File: src/rtl/shift_pkg.sv
// rtl/shift_pkg.sv - shift mode encodings shared by the shifter pipe and the ALU decoder
package shift_pkg;

  typedef enum logic [1:0] {
    MODE_SLL = 2'b00,
    MODE_SRL = 2'b01,
    MODE_SRA = 2'b10,
    MODE_ROR = 2'b11
  } shift_mode_e;

  // Right-going modes take their fill/wrap bits in at the MSB end.
  function automatic logic mode_is_right(input shift_mode_e mode);
    return mode != MODE_SLL;
  endfunction

endpackage

File: src/rtl/shift_level.sv
// rtl/shift_level.sv - one barrel-shifter stage: conditional shift by DIST plus its pipeline register
module shift_level
  import shift_pkg::*;
#(
  parameter int WIDTH = 32,
  parameter int TAG_W = 4,
  parameter int DIST  = 1,
  parameter int SHW   = $clog2(WIDTH)
) (
  input  logic              clock,
  input  logic              reset_n,
  input  logic              load,
  input  logic              prev_valid,
  input  logic [WIDTH-1:0]  prev_data,
  input  logic [SHW-1:0]    prev_shamt,
  input  shift_mode_e       prev_mode,
  input  logic              prev_sign,
  input  logic [TAG_W-1:0]  prev_tag,
  output logic              valid,
  output logic [WIDTH-1:0]  data,
  output logic [SHW-1:0]    shamt,
  output shift_mode_e       mode,
  output logic              sign,
  output logic [TAG_W-1:0]  tag
);

  localparam int BIT = $clog2(DIST);
  localparam logic [WIDTH-1:0] HIGH_MASK = ~({WIDTH{1'b1}} >> DIST);

  logic [WIDTH-1:0] shifted;
  logic [WIDTH-1:0] right_fill;
  logic [WIDTH-1:0] next_data;

  // SRA fills from the sign captured at acceptance, not from the partially shifted word.
  always_comb begin
    right_fill = '0;
    if (mode_is_right(prev_mode)) begin
      if (prev_mode == MODE_SRA) right_fill = prev_sign ? HIGH_MASK : '0;
      else if (prev_mode == MODE_ROR) right_fill = prev_data << (WIDTH - DIST);
    end
    shifted = prev_data;
    case (prev_mode)
      MODE_SLL: shifted = prev_data << DIST;
      MODE_SRL,
      MODE_SRA,
      MODE_ROR: shifted = (prev_data >> DIST) | right_fill;
      default:  shifted = prev_data;
    endcase
    next_data = prev_shamt[BIT] ? shifted : prev_data;
  end

  always_ff @(posedge clock or negedge reset_n) begin
    if (!reset_n) begin
      valid <= 1'b0;
      data  <= '0;
      shamt <= '0;
      mode  <= MODE_SLL;
      sign  <= 1'b0;
      tag   <= '0;
    end else if (load) begin
      valid <= prev_valid;
      data  <= next_data;
      shamt <= prev_shamt;
      mode  <= prev_mode;
      sign  <= prev_sign;
      tag   <= prev_tag;
    end
  end

endmodule

File: src/rtl/barrel_shift_pipe.sv
// rtl/barrel_shift_pipe.sv - pipelined barrel shifter (SLL/SRL/SRA/ROR), one level per shift-amount bit
module barrel_shift_pipe
  import shift_pkg::*;
#(
  parameter int WIDTH = 32,
  parameter int TAG_W = 4,
  localparam int SHW  = $clog2(WIDTH)
) (
  input  logic              clock,
  input  logic              reset_n,
  input  logic              in_valid,
  output logic              in_ready,
  input  logic [WIDTH-1:0]  in_data,
  input  logic [SHW-1:0]    in_shamt,
  input  logic [1:0]        in_mode,
  input  logic [TAG_W-1:0]  in_tag,
  output logic              out_valid,
  input  logic              out_ready,
  output logic [WIDTH-1:0]  out_data,
  output logic [TAG_W-1:0]  out_tag
);

  logic              p_valid [SHW];
  logic [WIDTH-1:0]  p_data  [SHW];
  logic [SHW-1:0]    p_shamt [SHW];
  shift_mode_e       p_mode  [SHW];
  logic              p_sign  [SHW];
  logic [TAG_W-1:0]  p_tag   [SHW];

  logic              s_valid [SHW];
  logic [WIDTH-1:0]  s_data  [SHW];
  logic [SHW-1:0]    s_shamt [SHW];
  shift_mode_e       s_mode  [SHW];
  logic              s_sign  [SHW];
  logic [TAG_W-1:0]  s_tag   [SHW];

  logic [SHW-1:0]    load;

  // A level loads when it is empty or its contents move on; empty levels collapse bubbles.
  always_comb begin
    load = '0;
    load[SHW-1] = !s_valid[SHW-1] || out_ready;
    for (int k = SHW - 2; k >= 0; k--) begin
      load[k] = !s_valid[k] || load[k+1];
    end
  end

  assign in_ready = load[0];

  for (genvar k = 0; k < SHW; k++) begin : g_level
    if (k == 0) begin : g_first
      assign p_valid[0] = in_valid;
      assign p_data[0]  = in_data;
      assign p_shamt[0] = in_shamt;
      assign p_mode[0]  = shift_mode_e'(in_mode);
      assign p_sign[0]  = in_data[WIDTH-1];
      assign p_tag[0]   = in_tag;
    end else begin : g_next
      assign p_valid[k] = s_valid[k-1];
      assign p_data[k]  = s_data[k-1];
      assign p_shamt[k] = s_shamt[k-1];
      assign p_mode[k]  = s_mode[k-1];
      assign p_sign[k]  = s_sign[k-1];
      assign p_tag[k]   = s_tag[k-1];
    end

    shift_level #(
      .WIDTH (WIDTH),
      .TAG_W (TAG_W),
      .DIST  (1 << k),
      .SHW   (SHW)
    ) u_level (
      .clock      (clock),
      .reset_n    (reset_n),
      .load       (load[k]),
      .prev_valid (p_valid[k]),
      .prev_data  (p_data[k]),
      .prev_shamt (p_shamt[k]),
      .prev_mode  (p_mode[k]),
      .prev_sign  (p_sign[k]),
      .prev_tag   (p_tag[k]),
      .valid      (s_valid[k]),
      .data       (s_data[k]),
      .shamt      (s_shamt[k]),
      .mode       (s_mode[k]),
      .sign       (s_sign[k]),
      .tag        (s_tag[k])
    );
  end

  assign out_valid = s_valid[SHW-1];
  assign out_data  = s_data[SHW-1];
  assign out_tag   = s_tag[SHW-1];

endmodule
File: config.mk
export PLATFORM = sky130hd
export DESIGN_NAME = barrel_shift_pipe
export DESIGN_NICKNAME = d
export VERILOG_FILES = /design/src/rtl/shift_pkg.sv /design/src/rtl/shift_level.sv /design/src/rtl/barrel_shift_pipe.sv
export SDC_FILE = /design/constraint.sdc
export NUM_CORES = 1
export LEC_CHECK = 0
export BUFFER_PORTS_ARGS = -buffer_cell sky130_fd_sc_hd__clkbuf_2
export CORE_MARGIN = 2
export CORE_UTILIZATION = 61
export DETAILED_ROUTE_END_ITERATION = 12
export PLACE_DENSITY = 0.88
export SLEW_MARGIN = 10
export SYNTH_ARGS = -nofsm -noshare
export SYNTH_HDL_FRONTEND = slang
export SYNTH_HIERARCHICAL = 1
export SYNTH_SLANG_ARGS = --single-unit
export TNS_END_PERCENT = 100
File: constraint.sdc
create_clock -name clock -period 1.9 [get_ports clock]
set_clock_uncertainty 0.05 [all_clocks]
set_input_delay 0.19 -clock clock [delete_from_list [all_inputs] [get_ports clock]]
set_output_delay 0.19 -clock clock [all_outputs]
set_load 0.01 [all_outputs]
==> impl_metrics.py <==
metrics = {
    "cells_and_area": {
        "fin_area_um2": 12800,
        "utilization": 0.742,
        "drive_gt1_frac": 0.228,
        "syn_to_final_growth_pct": 19.2,
        "layout.cells.non_filler": 1355,
        "nNetsFinal": 1162,
        "antennaDiodeCount": 0,
    },
    "clock_network": {
        "cts_sinks": 207,
        "cts_htree_levels": 1,
        "clk_latency_ps": 510,
        "clk_pin_slew_ps": 60,
        "cts_buffers": 22,
        "cts_tree": "yes",
        "clk_path_buf_depth": 3,
        "clock-root-buffer": "clkbuf_16",
    },
    "placed_design": {
        "placed_area_um2": 11400,
        "dpl.hpwl_mm": 17.6,
        "io_buffers": 84,
        "gp_congestion": 0.913,
        "post-place-ws_ps": 202,
        "dp_cells": 1263,
    },
    "worst_setup_path": {
        "crit_fanout": 32,
        "reg2reg_depth": 6,
        "slowest_delay_ps": 400,
        "crit_cells": 6,
        "worstPathRequired_ps": 2230,
        "crit_chain": "and3b_2 > buf_4 > nand3_2 > clkbuf_16 > a31oi_1 > o21ai_1",
        "start_kind": "flip-flop",
        "crit_arrival_ps": 2310,
        "cp_slowest_cell": "dfrtp_1",
        "crit_type": "reg -> reg",
        "endpoint_kind": "flip-flop",
        "critPathBufInv": 2,
        "crit_family": "simple AND/OR/NAND/NOR gates",
        "worstSetupStartpoint": "g_level[3].u_level/valid",
        "reg2reg_to": "g_level[1].u_level/data[27]",
        "r2r-start": "g_level[3].u_level/valid",
        "rrSetupSlack_ps": -90,
    },
    "timing": {
        "finalWorstPathRequiredPeriod_ps": 1990,
        "period_share": 1.05,
        "rsz0062_at_grt": "true",
        "clock.fmax_ghz": 0.503,
        "relSlewSlack": 0.602,
        "worst_pin_slew_ps": 598,
        "finalHoldViolations": 0,
        "finalWorstSetupSlack_ps": -88.5,
        "hold_ws_ps": 187,
        "setup_viol": 3,
        "slew_viol_final": 0,
    },
    "route": {
        "drt_iter0_drc": 1106,
        "viasPerCell": 6.62,
        "wl_per_cell_um": 22.1,
        "routed_wirelength_mm": 30.0,
        "drcViolationCount": 0,
        "vias": 8965,
        "dr.pass1.iters": 6,
        "antenna_left": 0,
    },
    "floorplan": {
        "ios": 85,
        "start_util": 0.623,
        "rows": 48,
        "die_w_um": 137,
        "core-area_um2": 17200,
        "die_area_um2": 18700,
        "die_y_um": 137,
    },
    "hold_path": {
        "hold_class": "in -> async",
    },
    "global_route": {
        "grt_pass1_vias": 8642,
        "grt_usage": 0.311,
        "gr-total-overflow": 0,
        "grt_pass1_wl_mm": 46.1,
        "grt_max_degree": 74,
        "antenna_found_initial": 0,
    },
    "yosys": {
        "yosys_warnings": 6,
        "syn_avg_cell_area_um2": 10.7,
        "syn_area_um2": 10700,
        "synth_cells": 1006,
        "synth_nets": 1053,
    },
    "flow_run": {
        "cap_violations": 0,
    },
    "power_and_ir_drop": {
        "p_leak_nw": 5.50,
        "irDropWorstVdd_mv": 0.721,
        "p_per_area_nw_per_um2": 1160,
    },
    "outcome": {
        "violations": "negative setup slack",
        "outcome": "complete, but fails checks",
    },
}
## through the flow
step / power (mW) / setup TNS, ps
2_1_floorplan: 8.80 / 0
3_3_place_gp: 10.0 / 0
3_5_place_dp: 10.2 / 0
4_1_cts: 14.7 / 0
5_1_grt: 15.5 / -1790
6_report: 14.8 / -182
## how the worst max path moves through the flow
stage	slack (ps)	end
floorplan	200	g_level[0].u_level/data[20]
global placement	250	g_level[0].u_level/mode[1]
global route	-130	g_level[0].u_level/data[3]
detailed placement	200	g_level[2].u_level/data[18]
finish	-90	g_level[1].u_level/data[27]
CTS	20	in_ready
## cell usage in the layout (no fill, tap or decap), drive strengths merged, types with 5 or more instances in the layout
master         n
dfrtp        207
clkbuf       117
mux2i         98
nor2          89
a31oi         71
nor2b         70
mux2          62
o21ai         59
inv           56
o221ai        52
dlygate4sd3   45
buf           43
nand3b        36
a21oi         30
a221oi        19
nand4b        16
a22oi         16
a211oi        15
nand2          8
clkinv         5
## area by class of cell
class | instances | area [µm²]
clock buffers | 32 | 679
clock inverters | 7 | 62.6
fillers | 1069 | 4440
repair buffers | 174 | 1470
flip-flops and latches | 207 | 5180
inverters | 56 | 210
well taps | 225 | 282
multi-input cells | 654 | 4910
## per-layer routing
layer	global-route usage	routed length, µm
met1	0.422	11600
met2	0.509	14600
met3	0.0433	2350
met4	0.123	1400
met5	0	0
## power breakdown
group          internal, mW  switching [mW]  leakage [nW]  total [mW]
clock                  2.61            1.76         0.370        4.37
combinational          1.80            2.06          2.63        3.86
sequential             5.47            1.11          2.49        6.58
## flip-flops by register name, indices dropped and copies added, names as in the netlist
register               cells
g_level.u_level/tag       20
g_level.u_level/shamt     10
g_level.u_level/valid      5
g_level.u_level/sign       4
g_level.u_level/data     160
g_level.u_level/mode       8
## repair_timing
item / CTS / global route
endpoints found under the hold margin: 91 / 0
setup endpoints to repair: 1 / 68
buffers inserted: 4 / 1
cloned: 1 / 2
resized for setup: 0 / 19
pin swaps: 1 / 1
hold buffers: 45 / 0
Note: power is estimated with default switching activity, not from simulation.
